--- config.mk ---
export PLATFORM = sky130hd
export DESIGN_NAME = pc_unit
export DESIGN_NICKNAME = d
export VERILOG_FILES = /design/src/rtl/pc_unit.sv
export SDC_FILE = /design/constraint.sdc
export NUM_CORES = 1
export LEC_CHECK = 0
export BUFFER_PORTS_ARGS = -buffer_cell sky130_fd_sc_hd__buf_2
export CORE_MARGIN = 2
export CORE_UTILIZATION = 25
export CTS_CLUSTER_DIAMETER = 80
export CTS_CLUSTER_SIZE = 30
export DETAILED_ROUTE_END_ITERATION = 8
export PLACE_DENSITY = 0.54
export SLEW_MARGIN = 40
export SYNTH_ARGS = -nofsm -noshare
export SYNTH_HDL_FRONTEND = slang
export SYNTH_SLANG_ARGS = --single-unit
--- constraint.sdc ---
create_clock -name i_clk -period 5 [get_ports i_clk]
set_input_delay 0.75 -clock i_clk [delete_from_list [all_inputs] [get_ports i_clk]]
set_output_delay 0.75 -clock i_clk [all_outputs]
set_load 0.01 [all_outputs]
--- src/rtl/pc_unit.sv ---
// Program-counter unit: boot delay, handshake/stall-gated increment, redirect/trap override,
// halt/resume and misaligned-target detection. Optional PC history buffer under PC_HISTORY_EN.
module pc_unit #(
  parameter int unsigned     XLEN         = 64,
  parameter logic [XLEN-1:0] RESET_VECTOR = '0,
  parameter int unsigned     INC          = 4,
  parameter int unsigned     ALIGN_BITS   = 2,
  parameter int unsigned     BOOT_DELAY   = 2
) (
  input  logic            i_clk,
  input  logic            i_rst,
  input  logic            i_stall,
  input  logic            i_fetch_ready,
  input  logic            i_redirect_valid,
  input  logic [XLEN-1:0] i_redirect_target,
  input  logic            i_trap_valid,
  input  logic [XLEN-1:0] i_trap_vector,
  input  logic            i_halt_req,
  input  logic            i_resume,
`ifdef PC_HISTORY_EN
  input  logic [2:0]      i_hist_idx,
  output logic [XLEN-1:0] o_hist_pc,
`endif
  output logic [XLEN-1:0] o_pc_out,
  output logic            o_pc_valid,
  output logic            o_misaligned_err,
  output logic [XLEN-1:0] o_misaligned_addr,
  output logic [1:0]      o_state_out
);

  localparam int unsigned CW = (BOOT_DELAY > 1) ? $clog2(BOOT_DELAY) : 1;
  localparam logic [XLEN-1:0] ALIGN_MASK = ~({XLEN{1'b1}} << ALIGN_BITS);

  typedef enum logic [1:0] {
    StBoot = 2'd0,
    StRun  = 2'd1,
    StHalt = 2'd2
  } state_t;

  state_t          r_state, w_state_d;
  logic [XLEN-1:0] r_pc, w_pc_d;
  logic [CW-1:0]   r_cnt, w_cnt_d;
  logic            r_err, w_err_d;
  logic [XLEN-1:0] r_addr, w_addr_d;
  logic            w_hist_we;
  logic            w_misaligned;

  assign w_misaligned = |(i_redirect_target & ALIGN_MASK);

  always_comb begin
    w_state_d = r_state;
    w_pc_d    = r_pc;
    w_cnt_d   = r_cnt;
    w_err_d   = 1'b0;
    w_addr_d  = r_addr;
    w_hist_we = 1'b0;
    unique case (r_state)
      StBoot: begin
        if (r_cnt == CW'(BOOT_DELAY - 1)) begin
          w_state_d = StRun;
          w_cnt_d   = '0;
        end else begin
          w_cnt_d = r_cnt + CW'(1);
        end
      end
      StRun: begin
        if (i_trap_valid) begin
          w_pc_d    = i_trap_vector;
          w_hist_we = 1'b1;
        end else if (i_redirect_valid && !w_misaligned) begin
          w_pc_d    = i_redirect_target;
          w_hist_we = 1'b1;
        end else if (i_redirect_valid) begin
          // Misaligned target diverts to the trap handler and flags the offender.
          w_pc_d    = i_trap_vector;
          w_err_d   = 1'b1;
          w_addr_d  = i_redirect_target;
          w_hist_we = 1'b1;
        end else if (i_halt_req) begin
          w_state_d = StHalt;
        end else if (!i_stall && i_fetch_ready) begin
          w_pc_d = r_pc + XLEN'(INC);
        end
      end
      StHalt: begin
        if (i_trap_valid) begin
          w_pc_d    = i_trap_vector;
          w_state_d = StRun;
          w_hist_we = 1'b1;
        end else if (i_resume) begin
          w_state_d = StRun;
        end
      end
      default: w_state_d = StBoot;
    endcase
  end

  always_ff @(posedge i_clk or posedge i_rst) begin
    if (i_rst) begin
      r_state <= StBoot;
      r_pc    <= RESET_VECTOR;
      r_cnt   <= '0;
      r_err   <= 1'b0;
      r_addr  <= '0;
    end else begin
      r_state <= w_state_d;
      r_pc    <= w_pc_d;
      r_cnt   <= w_cnt_d;
      r_err   <= w_err_d;
      r_addr  <= w_addr_d;
    end
  end

`ifdef PC_HISTORY_EN
  logic [XLEN-1:0] r_hist [8];
  logic [2:0]      r_wr_ptr;

  // Records the PC being left at each taken redirect or trap.
  always_ff @(posedge i_clk or posedge i_rst) begin
    if (i_rst) begin
      for (int i = 0; i < 8; i++) r_hist[i] <= '0;
      r_wr_ptr <= '0;
    end else if (w_hist_we) begin
      r_hist[r_wr_ptr] <= r_pc;
      r_wr_ptr         <= r_wr_ptr + 3'd1;
    end
  end

  assign o_hist_pc = r_hist[r_wr_ptr - 3'd1 - i_hist_idx];
`else
  logic w_unused_hist_we;
  assign w_unused_hist_we = w_hist_we;
`endif

  assign o_pc_out          = r_pc;
  assign o_pc_valid        = (r_state == StRun);
  assign o_misaligned_err  = r_err;
  assign o_misaligned_addr = r_addr;
  assign o_state_out       = r_state;

endmodule

==> results.tsv <==
stage	metric	value	unit
run_status	result of the run	completed	
synthesis	Post-synth EDFFs	0	
synthesis	Avg Cell Area, Syn	9.565	sq um
clock_tree	# Post-CTS Setup Buffers	0	
synthesis	async set-reset flop share out of synthesis	1.000	
worst_setup_path	Data required, critical path	5.36	ns
worst_setup_path	slowest cell on the critical path	sky130_fd_sc_hd__nor2b_4	
clock_tree	deepest clock path buffer count	2	
die	core region area	0.03156	sq mm
grt	GR Util All Layers	0.1980	
synthesis	most repeated cell in the gate-level netlist after synthesis	sky130_fd_sc_hd__dfrtp_1	
job	reported max-cap violation count	0	
worst_setup_path	maximum single-stage delay on the critical path	0.51	ns
die	area of the die	0.03355	sq mm
sta	final setup margin	2.124	ns
clock_tree	Clock Pin Slew Worst Setup and Hold Paths	0.06	ns
grt	wire length of the first global-routing pass	49.98	mm
synthesis	dominant cell type by area after synthesis	sky130_fd_sc_hd__dfrtp_1	
cells_and_area	final-stage net count	1218	
power	cell area power density	632.4	mW/mm^2
die	Starting Density	0.2543	
clock_tree	clock latency on the worst-skew pair	0.45	ns
synthesis	sequential element share of the synthesized area	0.4116	
sta	crit path time final	2.876	ns
synthesis	cell area after synthesis	0.008025	sq mm
min_path	class of the tightest hold or removal check	in -> async	
sta	share of the clock period used by the worst path after layout	0.5753	
sta	fin. max-slew vios	0	
route	total via count after detailed routing	8283	
cells_and_area	total area of multi-input combinational cells	0.004393	sq mm
synthesis	Unique masters post-synth	78	
route	number of design-rule violations left by the first detailed-router iteration	765	
route	wire length reported by the detailed router	33.38	mm
clock_tree	cell chosen for the clock root	sky130_fd_sc_hd__clkbuf_16	
synthesis	synth top area cells	sky130_fd_sc_hd__dfrtp_1 41%, sky130_fd_sc_hd__mux2_2 9.3%, sky130_fd_sc_hd__o21ai_0 4.6%	
placed_design	total of buffers placed on input and output ports	267	
sta	Total Neg Setup Slack	0	ns
worst_setup_path	CP most frequent cell	sky130_fd_sc_hd__buf_4	
synthesis	Yosys warning total	0	
synthesis	share of the synthesized area in the top cell type	0.4116	
cells_and_area	Layout fillers	3345	
placed_design	worst slack, placed	1.690	ns
worst_setup_path	critical path startpoint category	flop	
power	Worst IR Drop VDD	0.3116	mV
clock_tree	post-cts gate resize count	0	
die	DIE HEIGHT	183.2	um
sta	maximum operating frequency	347.7	MHz
die	Horiz. Die Dim	183.2	um
worst_setup_path	kind of capture point of the worst setup path	flop	
clock_tree	maximum level of the CTS H-tree	4	
synthesis	net count of the mapped netlist	980	
sta	worst max-slew margin expressed relative to the limit	0.5229	
sta	number of setup violations in the final report	0	
clock_tree	number of hold buffers added after CTS	0	
worst_setup_path	cell-by-cell trace of the critical path	inv_1, ha_1, or2_0, buf_4, nor2b_4, buf_4, a22oi_1, o31a_1, o22ai_1	
cells_and_area	Register Area	0.003303	sq mm
clock_tree	clock tree from TritonCTS	done	
clock_tree	number of CTS-inserted buffers	17	
clock_tree	clock sinks	132	
worst_setup_path	data arrival time of the critical path	3.24	ns
grt	pin count of the biggest net entering global routing	64	
placed_design	DP Cell Count	1459	
synthesis	#FFs+latches synth	132	
sta	Worst-Margin Slew	0.7118	ns
sta	unrepaired setup endpoints after global routing	no	
sta	total count of hold-check failures in the final report	0	
route	post-DR vias/cell	5.544	
worst_setup_path	crit path buf inv count	3	
grt	initial antenna violation count	4	
sta	Clock Skews	0.01653	ns
route	WL/cell	22.34	um
cells_and_area	final core utilization	0.3299	
route	iteration count of the initial detailed-routing pass	5	
worst_setup_path	dominant delay contributor by cell family on the critical path	simple AND/OR/NAND/NOR gates	
cells_and_area	Final Instance Count excl. Fillers	1494	
placed_design	final weighted congestion in routability-driven placement	0.8963	
synthesis	Synth top cells by count	132 x sky130_fd_sc_hd__dfrtp_1, 73 x sky130_fd_sc_hd__o21ai_0, 66 x sky130_fd_sc_hd__mux2_2	
synthesis	number of standard cells after synthesis	839	
die	std cell rows	65	
power	static leakage	4.446	nW
worst_setup_path	WS Path Type	reg -> reg	
route	final routed DRC violation total	0	
grt	vias in the first global route	7937	
cells_and_area	share of post-route cells with drive strength above 1	0.3774	
placed_design	half-perimeter wire length of the detailed placement result	25.08	mm
synthesis	most instantiated flip-flop cell in the synthesis netlist	sky130_fd_sc_hd__dfrtp_1	
die	IO Pins	268	
cells_and_area	area added between synthesis and finish	29.70	%
worst_setup_path	Max Fanout on Critical Path	28	
grt	total congestion overflow after global routing	0	
route	post-detailed-route count of antenna-violating nets	0	
final cells by class:
type | instances | area share
inverters | 18 | 0.006972
clock buffers | 22 | 0.04556
repair buffers | 284 | 0.1422
multi-input cells | 624 | 0.4220
flip-flops and latches | 132 | 0.3173
well taps | 402 | 0.04832
clock inverters | 9 | 0.01683
diodes | 3 | 0.0007212
state kept, by name (all words and copies together), names as in the netlist:
| signal | count |
|---|---|
| o_state_out | 2 |
| o_misaligned_err | 1 |
| o_misaligned_addr | 64 |
| r_cnt | 1 |
| o_pc_out | 64 |
where the power goes:
| group | total (mW) | internal [mW] | switching, mW |
|---|---|---|---|
| clock network | 1.44 | 0.920 | 0.517 |
| registers | 2.29 | 1.61 | 0.675 |
| logic | 2.86 | 1.22 | 1.64 |
layout by cell type (no fill, tap or decap), drive strengths merged, types with 7 or more instances in the layout:
cell type  Yosys  final
nor2          49     49
dfrtp        132    132
and2           8      8
mux2          66     66
o21a           7      7
clkbuf        34     22
o2bb2ai        8      8
nor2b         10     10
and3          12     12
nor4          28     28
a22o           9      9
a22oi         18     18
nand4         40     40
nand2         51     51
or3           15     15
inv           18     18
a221oi        23     23
o31a           9      9
nand3         21     21
o211ai        11     11
o21ai         74     74
buf           31    284
a21oi         25     25
nor3          27     27
a31oi         15     15
per-layer routing:
layer | GRT usage | share of wire
met3 | 0.04488 | 0.079
met1 | 0.2739 | 0.45
met2 | 0.2942 | 0.44
met4 | 0.08832 | 0.033
met5 | 0 | 0.00063
worst register-to-register path, cell delays in order (launching register included):
cell,delay [ns]
sky130_fd_sc_hd__dfrtp_1,0.42
sky130_fd_sc_hd__inv_1,0.08
sky130_fd_sc_hd__ha_1,0.37
sky130_fd_sc_hd__or2_0,0.29
sky130_fd_sc_hd__buf_4,0.19
sky130_fd_sc_hd__nor2b_4,0.51
sky130_fd_sc_hd__buf_4,0.45
sky130_fd_sc_hd__a22oi_1,0.18
sky130_fd_sc_hd__o31a_1,0.15
sky130_fd_sc_hd__o22ai_1,0.14
per-stage QoR:
| step | total power, mW | cell area, sq um | hold WS [ns] |
|---|---|---|---|
| floorplan | 3.904 | 8025 | 0.4392 |
| global placement | 5.075 | 9714 | 0.4547 |
| detailed placement | 5.123 | 9741 | 0.4590 |
| CTS | 6.586 | 10390 | 0.4160 |
| global route | 7.024 | 10410 | 0.4420 |
| finish | 6.583 | 10410 | 0.3944 |
cells by family after synthesis:
kind of cell             share of synthesized area
adder cells (fa/ha/maj)                   0.007795
buffers and inverters                      0.04584
multiplexers                               0.09760
AND/OR/NAND/NOR                             0.2142
AO/OA/AOI/OAI                               0.2208
XOR/XNOR                                  0.002183
flip-flops                                  0.4116
worst paths after layout:
kind / start / to / slack (ns) / depth (start not counted)
max in group asynchronous: i_rst / o_pc_out[3]$_DFFE_PP0P_ / 3.63 / 3
worst max-delay path: o_state_out[0]$_DFFE_PP0P_ / o_pc_out[32]$_DFFE_PP0P_ / 2.12 / 9
worst max register to register: o_state_out[0]$_DFFE_PP0P_ / o_pc_out[32]$_DFFE_PP0P_ / 2.12 / 9
worst min-delay path: i_rst / o_misaligned_addr[10]$_DFFE_PP0P_ / 0.39 / 2
worst min register to register: r_cnt$_DFFE_PP0P_ / r_cnt$_DFFE_PP0P_ / 0.48 / 1
min in group i_clk: r_cnt$_DFFE_PP0P_ / r_cnt$_DFFE_PP0P_ / 0.48 / 1
Note: power is estimated with default switching activity, not from simulation.
